**src/rtl/clkdiv_pkg.sv**
```systemverilog
// Shared constants and helpers for the multi-channel clock divider.
// Divisors are handled as 32-bit values here and narrowed by the caller.
// Pure functions only, no state.
package clkdiv_pkg;

   // Smallest divisor that still gives a real high and low phase.
   localparam int unsigned DIV_MIN = 2;

   // Raise divisors of 0 or 1 to DIV_MIN so a channel never sees a degenerate period.
   function automatic logic [31:0] clamp_div(input logic [31:0] div);
      return (div < 32'(DIV_MIN)) ? 32'(DIV_MIN) : div;
   endfunction

   // Number of high cycles in one period; odd divisors get the extra cycle high.
   function automatic logic [31:0] high_time(input logic [31:0] div);
      return (div + 32'd1) >> 1;
   endfunction

endpackage

```
**src/rtl/clkdiv_channel.sv**
```systemverilog
// One divider channel: counter, active/shadow divisor, run flag, registered outputs.
// Latency: outputs reflect the counter state one clk_in cycle later (all from flops).
// No backpressure; div_load and sync are single-cycle strobes consumed immediately.
module clkdiv_channel
   import clkdiv_pkg::*;
#(
   parameter int DIV_W       = 8,
   parameter int DEFAULT_DIV = 3
) (
   input  logic             clk_in,
   input  logic             rst_n,
   input  logic             en,
   input  logic [DIV_W-1:0] div_in,
   input  logic             div_load,
   input  logic             sync,
   output logic             clk_out,
   output logic             tick,
   output logic             div_pending
);

   localparam logic [DIV_W-1:0] RESET_DIV = DIV_W'(clamp_div(32'(DEFAULT_DIV)));

   logic             running_q, running_d;
   logic [DIV_W-1:0] cnt_q, cnt_d;
   logic [DIV_W-1:0] div_q, div_d;
   logic [DIV_W-1:0] shadow_q, shadow_d;
   logic             pend_q, pend_d;
   logic             clk_out_q, clk_out_d;
   logic             tick_q, tick_d;
   logic             wrap;
   logic             boundary;

   // Next-state: sync beats wrap beats idle-start beats normal counting; a load
   // always lands in the shadow so it only takes effect at a later boundary.
   always_comb begin
      running_d = running_q;
      cnt_d     = cnt_q;
      div_d     = div_q;
      shadow_d  = shadow_q;
      pend_d    = pend_q;
      wrap      = running_q && (cnt_q == (div_q - DIV_W'(1)));
      boundary  = 1'b0;

      if (sync && (running_q || en)) begin
         boundary  = 1'b1;
         running_d = 1'b1;
      end else if (wrap) begin
         // A disabled channel stops only here, so the current period always completes.
         boundary  = 1'b1;
         running_d = en;
      end else if (!running_q && en) begin
         boundary  = 1'b1;
         running_d = 1'b1;
      end

      if (boundary) begin
         cnt_d = '0;
         if (pend_q) begin
            div_d  = shadow_q;
            pend_d = 1'b0;
         end
      end else if (running_q) begin
         cnt_d = cnt_q + DIV_W'(1);
      end

      if (div_load) begin
         shadow_d = DIV_W'(clamp_div(32'(div_in)));
         pend_d   = 1'b1;
      end

      // Outputs are decoded from the current counter and registered, so they
      // trail the counter by one cycle and never glitch.
      clk_out_d = running_q && (32'(cnt_q) < high_time(32'(div_q)));
      tick_d    = running_q && (cnt_q == '0);
   end

   // State and output registers with asynchronous active-low reset.
   always_ff @(posedge clk_in or negedge rst_n) begin
      if (!rst_n) begin
         running_q <= 1'b0;
         cnt_q     <= '0;
         div_q     <= RESET_DIV;
         shadow_q  <= RESET_DIV;
         pend_q    <= 1'b0;
         clk_out_q <= 1'b0;
         tick_q    <= 1'b0;
      end else begin
         running_q <= running_d;
         cnt_q     <= cnt_d;
         div_q     <= div_d;
         shadow_q  <= shadow_d;
         pend_q    <= pend_d;
         clk_out_q <= clk_out_d;
         tick_q    <= tick_d;
      end
   end

   assign clk_out     = clk_out_q;
   assign tick        = tick_q;
   assign div_pending = pend_q;

endmodule

```
**src/rtl/clock_divider_multi.sv**
```systemverilog
// NUM_CH independent programmable clock dividers with tick strobes and global phase sync.
// Latency: enable or sync sampled at edge k gives first high/tick after edge k+1.
// No backpressure; all control inputs are strobes or levels sampled every cycle.
module clock_divider_multi #(
   parameter int NUM_CH      = 4,
   parameter int DIV_W       = 8,
   parameter int DEFAULT_DIV = 3
) (
   input  logic                    clk_in,
   input  logic                    reset,
   input  logic [NUM_CH-1:0]       en,
   input  logic [NUM_CH*DIV_W-1:0] div_in,
   input  logic [NUM_CH-1:0]       div_load,
   input  logic                    sync,
   output logic [NUM_CH-1:0]       clk_out,
   output logic [NUM_CH-1:0]       tick,
   output logic [NUM_CH-1:0]       div_pending
);

   // One channel per output bit; sync is shared so running channels realign together.
   for (genvar c = 0; c < NUM_CH; c++) begin : g_ch
      clkdiv_channel #(
         .DIV_W       (DIV_W),
         .DEFAULT_DIV (DEFAULT_DIV)
      ) u_ch (
         .clk_in      (clk_in),
         .rst_n       (reset),
         .en          (en[c]),
         .div_in      (div_in[c*DIV_W +: DIV_W]),
         .div_load    (div_load[c]),
         .sync        (sync),
         .clk_out     (clk_out[c]),
         .tick        (tick[c]),
         .div_pending (div_pending[c])
      );
   end

endmodule

```
**config.mk**
```make
export PLATFORM = sky130hd
export DESIGN_NAME = clock_divider_multi
export DESIGN_NICKNAME = d
export VERILOG_FILES = /design/src/rtl/clkdiv_pkg.sv /design/src/rtl/clkdiv_channel.sv /design/src/rtl/clock_divider_multi.sv
export SDC_FILE = /design/constraint.sdc
export NUM_CORES = 1
export LEC_CHECK = 0
export ABC_AREA = 1
export CORE_ASPECT_RATIO = 1.2
export CORE_UTILIZATION = 60
export CTS_CLUSTER_DIAMETER = 60
export DETAILED_ROUTE_END_ITERATION = 6
export PLACE_DENSITY_LB_ADDON = 0.3
export SYNTH_ARGS = -nofsm -noshare
export SYNTH_HDL_FRONTEND = slang
export SYNTH_HIERARCHICAL = 1
export SYNTH_SLANG_ARGS = --single-unit
export TNS_END_PERCENT = 10
```
**constraint.sdc**
```tcl
create_clock -name clk_in -period 2.2 [get_ports clk_in]
set_input_delay 0.44 -clock clk_in [delete_from_list [all_inputs] [get_ports clk_in]]
set_output_delay 0.44 -clock clk_in [all_outputs]
set_load 0.02 [all_outputs]
```
Word level (Yosys, flattened, before mapping)
Index checks and enable logic that the tools add are counted.
{ "word_totals": {"output_inout_bits": 12, "ff_bits": 112, "inputBits": 43, "elab_cells": 144} }
{ "op_classes": {"muxes": 44, "reduce_logical": 48, "n_eq_ne": 4, "n_lt_le_gt_ge": 8, "n_addsub": 12} }
{ "ops": {"columns": ["operator", "n"], "rows": [
  ["$lt 8x31->1", 4],
  ["$mux 8", 12],
  ["$add 8x1->9 const B", 4],
  ["$add 8x1->8 const B", 4],
  ["$eq 8x8->1", 4],
  ["$logic_not 8->1", 4],
  ["$lt 8x2->1 const B", 4],
  ["$mux 1", 32],
  ["$sub 8x1->8 const B", 4],
  ["$logic_and 1x1->1", 20],
  ["$reduce_bool 2->1", 8],
  ["$reduce_bool 3->1", 4],
  ["$reduce_and 2->1", 4],
  ["$logic_not 1->1", 4],
  ["$logic_or 1x1->1", 4]
]} }

Longest topological paths before layout
Gate-level depths: netlist of run 1.
{ "logic_depth": {"word_depth": 7, "depth_mapped": 14, "mapped_depth_nobuf": 14} }

By module
The synthesis of run 1 kept the hierarchy.
{ "by_module_without_submodules": {"columns": ["module", "n_inst", "seq_area_each_um2", "area_per_inst_um2", "cells_per_inst"], "rows": [
  ["clkdiv_channel", 4, 705.7, 1875.5, 249]
]} }

Least setup slack after synthesis of run 1
OpenSTA, ideal clock, no wires.
{ "synth_path": {"path_kind": "reg-to-reg", "start": "reg g_ch[0].u_ch.div_q[0]", "end": "reg g_ch[0].u_ch.clk_out_q", "arrival_time_ps": 1900, "stages_incl_launch_ff": 13, "setup_slack_ps": 176, "n_path_buf": 0, "required_time_ps": 2076, "path_cell_list": "dfstp_2 > inv_1 > nor3_1 > nand3_1 > nor2_1 > nand2_1 > xor2_1 > ha_1 > nand2_1 > inv_1 > nand3_1 > a21oi_1 > nor3_1"} }
{ "synth_via": {"elab_chain_len": 3} }
{ "synth_lines": {"columns": ["item", "line", "text"], "rows": [
  ["start: declaration", "clkdiv_channel.sv:25", "logic [DIV_W-1:0] div_q, div_d;"],
  ["start signal: assignment", "clkdiv_channel.sv:90", "div_q <= div_d;"],
  ["$add 8x1->9", "clkdiv_pkg.sv:16", "return (div + 32'd1) >> 1;"],
  ["$lt 8x31->1", "clkdiv_channel.sv:73", "clk_out_d = running_q && (32'(cnt_q) < high_time(32'(div_q)));"],
  ["$logic_and 1x1->1", "clkdiv_channel.sv:73", null],
  ["net g_ch[0].u_ch.clk_out_d", "clkdiv_channel.sv:28", "logic clk_out_q, clk_out_d;"],
  ["end signal: assignment", "clkdiv_channel.sv:93", "clk_out_q <= clk_out_d;"],
  ["end: declaration", "clkdiv_channel.sv:28", null]
]} }
The timed path passes the listed nets, and every way through them passes these cells.
A chain may end at the register's enable or synchronous reset.

Worst setup path after layout of run 1
{ "layout_path": {"start": "reg g_ch[3].u_ch.div_q[0]", "end": "reg g_ch[3].u_ch.clk_out_q"} }
{ "layout_via": {"elab_chain_len": 3} }
{ "layout_lines": {"columns": ["item", "line"], "rows": [
  ["start: declaration", "clkdiv_channel.sv:25"],
  ["start signal: assignment", "clkdiv_channel.sv:90"],
  ["$add 8x1->9", "clkdiv_pkg.sv:16"],
  ["$lt 8x31->1", "clkdiv_channel.sv:73"],
  ["$logic_and 1x1->1", "clkdiv_channel.sv:73"],
  ["net g_ch[3].u_ch.clk_out_d", "clkdiv_channel.sv:28"],
  ["end signal: assignment", "clkdiv_channel.sv:93"],
  ["end: declaration", "clkdiv_channel.sv:28"]
]} }
The timed path passes the listed nets, and every way through them passes these cells.

==> results of run 1 <==
[cells by family after synthesis]
kind of cell,Yosys count,share of synthesized area
flip-flops,112,0.376
buffers and inverters,156,0.0967
AND/OR/NAND/NOR,556,0.339
AO/OA/AOI/OAI,76,0.0540
adder cells (fa/ha/maj),44,0.0734
XOR/XNOR,52,0.0607
[how the worst max path moves through the flow]
stage	slack (ns)	startpoint	endpoint
3_5_place_dp	-0.05	g_ch[1].u_ch/div_q[0]	g_ch[1].u_ch/clk_out
4_1_cts	0.01	g_ch[1].u_ch/div_q[0]	g_ch[1].u_ch/clk_out
2_1_floorplan	0.18	g_ch[0].u_ch/div_q[0]	g_ch[0].u_ch/clk_out
6_report	-0.004	g_ch[3].u_ch/div_q[0]	g_ch[3].u_ch/clk_out
5_1_grt	-0.11	g_ch[3].u_ch/div_q[0]	g_ch[3].u_ch/clk_out
3_3_place_gp	0.004	g_ch[2].u_ch/div_q[0]	g_ch[2].u_ch/clk_out
[routing by layer]
| layer | GRT usage | vias up |
|---|---|---|
| met5 | 0 | - |
| met4 | 0.114 | 0 |
| met3 | 0.0319 | 39 |
| met2 | 0.467 | 168 |
| met1 | 0.299 | 3066 |
| li1 | - | 3284 |
[final cells by class]
type                       instances  area (µm²)  area share
clock buffer                       9         225      0.0257
clock inverter                     7         144      0.0164
inverter                         116         440      0.0502
multi-input combinational        729        4140       0.471
sequential                       112        2820       0.322
tap                              161         201      0.0230
timing repair buffer              86         803      0.0916
[critical path: stages (launching register included)]
cell	delay, ns
dfstp_2	0.62
inv_4	0.07
nor3_4	0.19
nand3_2	0.13
nor2_2	0.16
nand2_1	0.07
xor2_1	0.15
ha_1	0.32
nand2_2	0.07
inv_2	0.05
nand3_2	0.06
a21oi_2	0.13
nor3_2	0.06
[through the flow]
step	instance area (µm²)	setup slack [ns]
6_report	8770	-0.00366
3_5_place_dp	8100	-0.0520
3_3_place_gp	8100	0.00351
5_1_grt	8770	-0.114
2_1_floorplan	7500	0.176
4_1_cts	8480	0.0137
[registers in the layout (all words and copies together) (netlist names)]
| name | count |
|---|---|
| g_ch.u_ch/div_q | 32 |
| g_ch.u_ch/shadow_q | 32 |
| g_ch.u_ch/clk_out | 4 |
| g_ch.u_ch/div_pending | 4 |
| g_ch.u_ch/running_q | 4 |
| g_ch.u_ch/tick | 4 |
| g_ch.u_ch/cnt_q | 32 |
[repair_timing]
action | CTS | global route
pin swaps | 0 | 19
resized for setup | 3 | 48
endpoints found under the setup margin | 3 | 63
buffers inserted | 0 | 16
cloned | 0 | 1
[placed cells by master (no fill, tap or decap), types with 6 or more instances in the layout]
cell type / count
nand2_1: 313
dfrtp_1: 96
inv_1: 93
nor2_1: 86
clkdlybuf4s50_1: 53
nand4_1: 44
xor2_1: 40
ha_1: 36
nand3_1: 31
o21ai_0: 31
buf_4: 31
inv_2: 21
a21oi_1: 21
nor2_2: 18
dfstp_2: 16
nand3_2: 14
nor3_2: 12
xnor2_1: 12
clkbuf_16: 9
nor3_1: 9
o21ai_1: 9
nand3_4: 8
nand2_2: 7
ha_2: 6
[power groups by stage]
stage | clock, mW | combinational [mW] | sequential, mW
after floorplan | 0 | 1.40 | 2.50
after global placement | 0 | 1.68 | 2.63
after detailed placement | 0 | 1.71 | 2.64
after CTS | 2.02 | 1.74 | 2.61
after global routing | 2.11 | 2.12 | 2.66
final | 1.98 | 1.89 | 2.63
==> qor.yml, run 1 <==
status:
  status: "complete, but fails checks"
  violations: "setup timing"
drt:
  dr.pass1.iters: 5
  post_drt_wl_per_cell_um: 13.6
  drt_iter0_markers: 332
  vias: 6557
  drcViolationCount: 0
  wirelength_met1_um: 6750
  wl_met2_um: 8730
  route.met3.wl_um: 624
  routed_wl_um: 16600
  vias_per_cell: 5.37
  ant_nets: 0
  top_layer: "met4"
sta:
  tightest_slew_ns: 0.490
  worst_slack_ns: -0.00366
  slew-limit-headroom: 0.671
  post-route-period-util: 1.00
  fin_setup_tns_ns: -0.00366
  skew_ns: 0.00526
  report.final.setup_viol: 1
  hold_slack_ns: 0.0362
  finalHoldViolCount: 0
  rsz0062_at_grt: "true"
  timing.fmax_mhz: 454
  period_minus_slack_ns: 2.20
  drv_slew: 0
setup_path:
  cp-start-kind: "flip-flop"
  regToRegStartpoint: "g_ch[3].u_ch/div_q[0]"
  critPathCaptureType: "flip-flop"
  crit_fanout: 5
  rr_endpoint: "g_ch[3].u_ch/clk_out"
  cp.arrival_ns: 2.45
  reg2reg_depth: 12
  required_ns: 2.44
  crit_type: "flip-flop to flip-flop"
  rrSetupSlack_ns: -0.004
clock_tree:
  clockBufferDepth: 2
  root_buffer: "clkbuf_16"
  numCtsBuffers: 9
  htreeDepth: 3
  clock_sinks: 112
  hold_buffers: 0
  clk_pin_slew_ns: 0.07
  clk_latency_ns: 0.36
  cts_tree: "yes"
placement:
  dp_hpwl_um: 11900
  portBuffers: 54
  gp_congestion: 0.938
  dp_cells: 1187
flow_run:
  drv_cap: 0
floorplan:
  coreArea_um2: 12200
  dieWidth_um: 104
  chipHeight_um: 124
  fp-row-count: 44
  start_util: 0.617
  die-area_um2: 13000
  pin_count: 55
synth:
  syn_nets: 1083
  synth_area_per_cell_um2: 7.53
  synth_cells: 996
  yosysTopAreaCellShare: 0.320
  yosysTopAreaCell: "dfrtp_1"
  ys_types: 31
  ys_ff_latch: 112
  synth_edf_count: 0
  synth_common_cells: "nand2_1 (316), inv_1 (100), dfrtp_1 (96), nor2_1 (92)"
  synthArstFlopShare: 1.00
  seq_area_frac_synth: 0.376
  synth_ff_type: "dfrtp_1"
  yosys-top-cells-area: "dfrtp_1 (32%), nand2_1 (16%), ha_1 (7.3%)"
  syn_area_um2: 7500
  synth.most_common_cell: "nand2_1"
  synth_warnings: 6
pwr:
  power_density_nw_per_um2: 741
  p_sw_mw: 2.16
  finalPower_mw: 6.50
  leakagePower_nw: 4.21
  p_sw_frac: 0.332
  intPower_mw: 4.34
  peakVddDrop_mv: 0.459
  p_seq_frac: 0.404
  power_frac_clock: 0.305
  combPwrFrac: 0.290
layout:
  area_growth_pct: 16.9
  post-route-util: 0.721
  drive_gt1_frac: 0.160
  n_antenna_cell: 0
  nFillCells: 908
  layout.cells.non_filler: 1220
  fin_nets: 1141
global_route:
  first_global_vias: 6150
  overflow: 0
  grt_pass1_wl_um: 27200
  grt_use_total: 0.256
  antenna_found_initial: 0
  grt_max_degree: 37
min_path:
  hp-class: "primary input to asynchronous set/reset pin"
Note: power is estimated with default switching activity, not from simulation.
==> run 2, diff against run 1 <==
CTS_BUF_LIST = sky130_fd_sc_hd__clkbuf_4   (was not set)
==> qor.yml, run 2 (synthesis gave the netlist of run 1 again) <==
setup_path:
  cp.arrival_ns: 2.54
  cp-start-kind: "flip-flop"
  critPathCaptureType: "flip-flop"
  crit_fanout: 5
  required_ns: 2.59
  critPathSlowestCell: "dfstp_2"
  cp_cell_sequence: "inv_4, nor3_4, nand3_2, nor2_1, nand2_1, xor2_1, ha_1, nand2_2, o21ai_0, nor3_2"
  critical_path.max_stage_delay_ns: 0.65
  crit_type: "flip-flop to flip-flop"
layout:
  fin_nets: 1145
  final_common_cell: "nand2_1"
  fin_area_um2: 8650
  drive_gt1_frac: 0.161
  layout.cells.non_filler: 1225
  area_growth_pct: 15.3
  post-route-util: 0.711
  mostFrequentLayoutCells: "nand2_1 (313), inv_1 (94), dfrtp_1 (93), nor2_1 (87), clkdlybuf4s50_1 (52)"
  top_regs: "g_ch.u_ch/cnt_q: 32 flops, g_ch.u_ch/div_q: 32 flops, g_ch.u_ch/shadow_q: 32 flops"
drt:
  routed_wl_um: 16300
  ant_nets: 0
  drt_iter0_markers: 316
  post_drt_wl_per_cell_um: 13.3
  drcViolationCount: 0
  dr.pass1.iters: 5
  vias: 6511
  vias_per_cell: 5.32
global_route:
  antenna_found_initial: 1
  grt_max_degree: 37
  first_global_vias: 6091
  grt_pass1_wl_um: 26700
  grt_use_total: 0.252
  overflow: 0
flow_run:
  drv_cap: 0
floorplan:
  chipHeight_um: 124
  coreArea_um2: 12200
  pin_count: 55
  die-area_um2: 13000
  fp-row-count: 44
  dieWidth_um: 104
  start_util: 0.617
status:
  status: "complete, no violations"
sta:
  report.final.setup_viol: 0
  worst_slack_ns: 0.0534
  timing.fmax_mhz: 466
  skew_ns: 0.0168
  finalHoldViolCount: 0
  post-route-period-util: 0.976
  slew-limit-headroom: 0.679
  period_minus_slack_ns: 2.15
  fin_setup_tns_ns: 0
  rsz0062_at_grt: "true"
  tightest_slew_ns: 0.478
  drv_slew: 0
  hold_slack_ns: 0.431
placement:
  placedInstanceArea_um2: 8100
  portBuffers: 54
  dp_hpwl_um: 11900
  gp_congestion: 0.938
  dp_cells: 1187
  dpl_worst_slack_ns: -0.0520
clock_tree:
  clockBufferDepth: 2
  numCtsBuffers: 9
  clk_latency_ns: 0.49
  root_buffer: "clkbuf_4"
  clk_pin_slew_ns: 0.17
  cts_tree: "yes"
  htreeDepth: 3
  clock_sinks: 112
min_path:
  hp-class: "primary input to asynchronous set/reset pin"
pwr:
  finalPower_mw: 5.88
  peakVddDrop_mv: 0.469
  leakagePower_nw: 4.17
  power_density_nw_per_um2: 680
## run 2: metal layers
| layer | part of all wire | wire length (µm) | vias to the layer above | track usage |
|---|---|---|---|---|
| met5 | 0 | 0 | - | 0 |
| met4 | 0.029 | 464 | 0 | 0.111 |
| met3 | 0.032 | 527 | 37 | 0.0314 |
| met2 | 0.53 | 8600 | 156 | 0.462 |
| met1 | 0.41 | 6670 | 3037 | 0.291 |
| li1 | - | - | 3281 | - |
## run 2: final cells by class
class                   count  area [µm²]
multi-input cells         729        4130
fillers                   939        3520
flip-flops and latches    112        2830
repair buffers             90         838
inverters                 116         440
well taps                 161         201
clock inverters             7         144
clock buffers               9        67.6
diodes                      1        2.50
## run 2: repair_timing
action,4_1_cts,5_1_grt
cloned,0,1
endpoints found under the setup margin,5,64
resized for setup,5,47
endpoints found under the hold margin,32,0
buffers inserted,0,19
pin swaps,0,19
hold buffers,1,0
## run 2: final timing paths
| kind | startpoint | to | slack [ns] | cells after the start |
|---|---|---|---|---|
| min in group clk_in | div_in[16] | g_ch[2].u_ch/shadow_q[0] | 0.47 | 3 |
| min | reset | g_ch[0].u_ch/div_q[7] | 0.43 | 2 |
| max in group asynchronous | reset | g_ch[3].u_ch/div_q[0] | 1.06 | 3 |
| min reg2reg | g_ch[1].u_ch/shadow_q[1] | g_ch[1].u_ch/shadow_q[1] | 0.48 | 2 |
| max reg2reg | g_ch[3].u_ch/div_q[0] | g_ch[3].u_ch/clk_out | 0.05 | 10 |
| max | g_ch[3].u_ch/div_q[0] | g_ch[3].u_ch/clk_out | 0.05 | 10 |
## run 2: report_power, final
| group | switching (mW) | internal, mW | leakage [nW] |
|---|---|---|---|
| registers | 0.315 | 2.31 | 1.36 |
| logic | 1.08 | 0.808 | 2.71 |
| clock network | 0.681 | 0.690 | 0.102 |
## run 2: worst max-delay path, delay by kind of cell (launching register included)
family	cells	cell delay (ns)
AO/OA/AOI/OAI	1	0.24
AND/OR/NAND/NOR	6	0.63
flip-flops	1	0.65
adder cells (fa/ha/maj)	1	0.32
XOR/XNOR	1	0.15
buffers and inverters	1	0.07
==> run 3, diff against run 2 <==
SETUP_SLACK_MARGIN = 0.05   (was not set)
==> qor.yml, run 3 (synthesis gave the netlist of run 1 again) <==
status:
  status: "complete, no violations"
placement:
  portBuffers: 54
  dp_hpwl_um: 11900
  gp_congestion: 0.938
  dp_cells: 1187
  dpl_worst_slack_ns: -0.0520
drt:
  vias: 6597
  vias_per_cell: 5.38
  dr.pass1.iters: 5
  drt_iter0_markers: 347
  routed_wl_um: 16800
  post_drt_wl_per_cell_um: 13.7
  ant_nets: 0
  drcViolationCount: 0
sta:
  skew_ns: 0.0141
  post-route-period-util: 0.975
  finalHoldViolCount: 0
  tightest_slew_ns: 0.486
  drv_slew: 0
  period_minus_slack_ns: 2.14
  report.final.setup_viol: 0
  worst_slack_ns: 0.0552
  timing.fmax_mhz: 466
  rsz0062_at_grt: "true"
  slew-limit-headroom: 0.673
pwr:
  finalPower_mw: 5.93
  peakVddDrop_mv: 0.467
  leakagePower_nw: 4.20
  power_density_nw_per_um2: 679
layout:
  layout.cells.non_filler: 1227
  post-route-util: 0.718
  top_regs: "g_ch.u_ch/cnt_q: 32 flops, g_ch.u_ch/div_q: 32 flops, g_ch.u_ch/shadow_q: 32 flops"
  mostFrequentLayoutCells: "nand2_1 (306), inv_1 (94), dfrtp_1 (93), nor2_1 (85), clkdlybuf4s50_1 (50)"
  area_growth_pct: 16.4
  drive_gt1_frac: 0.174
  fin_nets: 1147
  final_common_cell: "nand2_1"
  nFillCells: 931
floorplan:
  chipHeight_um: 124
  start_util: 0.617
  coreArea_um2: 12200
  pin_count: 55
  fp-row-count: 44
  dieWidth_um: 104
  die-area_um2: 13000
setup_path:
  crit_type: "flip-flop to flip-flop"
  cp_cell_sequence: "ha_4, nand3_2, nor2_4, nand2_1, xor2_1, ha_1, a21oi_1, o21ai_0, nor3_2"
  cp-start-kind: "flip-flop"
  critical-path-top-delay-family: "flip-flops"
  critPathSlowestCell: "dfstp_2"
  rr_endpoint: "g_ch[3].u_ch/clk_out"
  critical_path.max_stage_delay_ns: 0.65
  crit_fanout: 5
  cp.arrival_ns: 2.56
  worst-path-buf-inv: 0
  rrSetupSlack_ns: 0.06
  regToRegStartpoint: "g_ch[3].u_ch/div_q[0]"
  required_ns: 2.62
  critPathCaptureType: "flip-flop"
  reg2reg_depth: 9
min_path:
  hp-class: "primary input to asynchronous set/reset pin"
clock_tree:
  root_buffer: "clkbuf_4"
  clk_latency_ns: 0.49
  clockBufferDepth: 2
  cts_tree: "yes"
  clock_sinks: 112
  htreeDepth: 3
  numCtsBuffers: 9
  clk_pin_slew_ns: 0.16
global_route:
  first_global_vias: 6091
  antenna_found_initial: 1
  grt_max_degree: 37
  overflow: 0
  grt_pass1_wl_um: 26700
  grt_use_total: 0.252
flow_run:
  drv_cap: 0
[run 3: worst max-delay path by stage]
stage | from | endpoint | slack [ns] | cells after the start
after floorplan | g_ch[0].u_ch/div_q[0] | g_ch[0].u_ch/clk_out | 0.18 | 12
after global placement | g_ch[2].u_ch/div_q[0] | g_ch[2].u_ch/clk_out | 0.004 | 12
after detailed placement | g_ch[1].u_ch/div_q[0] | g_ch[1].u_ch/clk_out | -0.05 | 12
after CTS | g_ch[2].u_ch/div_q[0] | g_ch[2].u_ch/clk_out | 0.008 | 12
after global routing | g_ch[2].u_ch/div_q[0] | g_ch[2].u_ch/clk_out | -0.09 | 12
final | g_ch[3].u_ch/div_q[0] | g_ch[3].u_ch/clk_out | 0.06 | 9
[run 3: layer usage]
layer | up-vias | track usage | part of all wire
li1 | 3290 | - | -
met4 | 0 | 0.111 | 0.030
met2 | 167 | 0.462 | 0.53
met3 | 44 | 0.0314 | 0.036
met5 | - | 0 | 0
met1 | 3096 | 0.291 | 0.40
[run 3: metrics by stage]
stage,hold slack [ns],area [µm²],TNS [ns]
floorplan,0.144,7500,0
global placement,0.432,8100,0
detailed placement,0.436,8100,-0.0943
CTS,0.422,8330,0
global route,0.440,8730,-0.735
finish,0.425,8730,0
[run 3: power by group]
| group | internal (mW) | switching, mW | leakage, nW |
|---|---|---|---|
| combinational | 0.818 | 1.10 | 2.74 |
| clock | 0.690 | 0.687 | 0.102 |
| sequential | 2.31 | 0.324 | 1.36 |
| total | 3.82 | 2.11 | 4.20 |
[run 3: layout make-up]
type / count / area [µm²] / share of cell area
multi-input cells: 730 / 4190 / 0.480
flip-flops and latches: 112 / 2830 / 0.324
repair buffers: 91 / 851 / 0.0974
inverters: 116 / 445 / 0.0510
well taps: 161 / 201 / 0.0231
clock inverters: 7 / 144 / 0.0165
clock buffers: 9 / 67.6 / 0.00774
diodes: 1 / 2.50 / 0.000287
[run 3: repair_timing]
item | CTS | global route
hold buffers | 1 | 0
cloned | 0 | 2
pin swaps | 0 | 28
setup endpoints to repair | 14 | 67
buffers inserted | 0 | 20
endpoints found under the hold margin | 32 | 0
resized for setup | 5 | 66
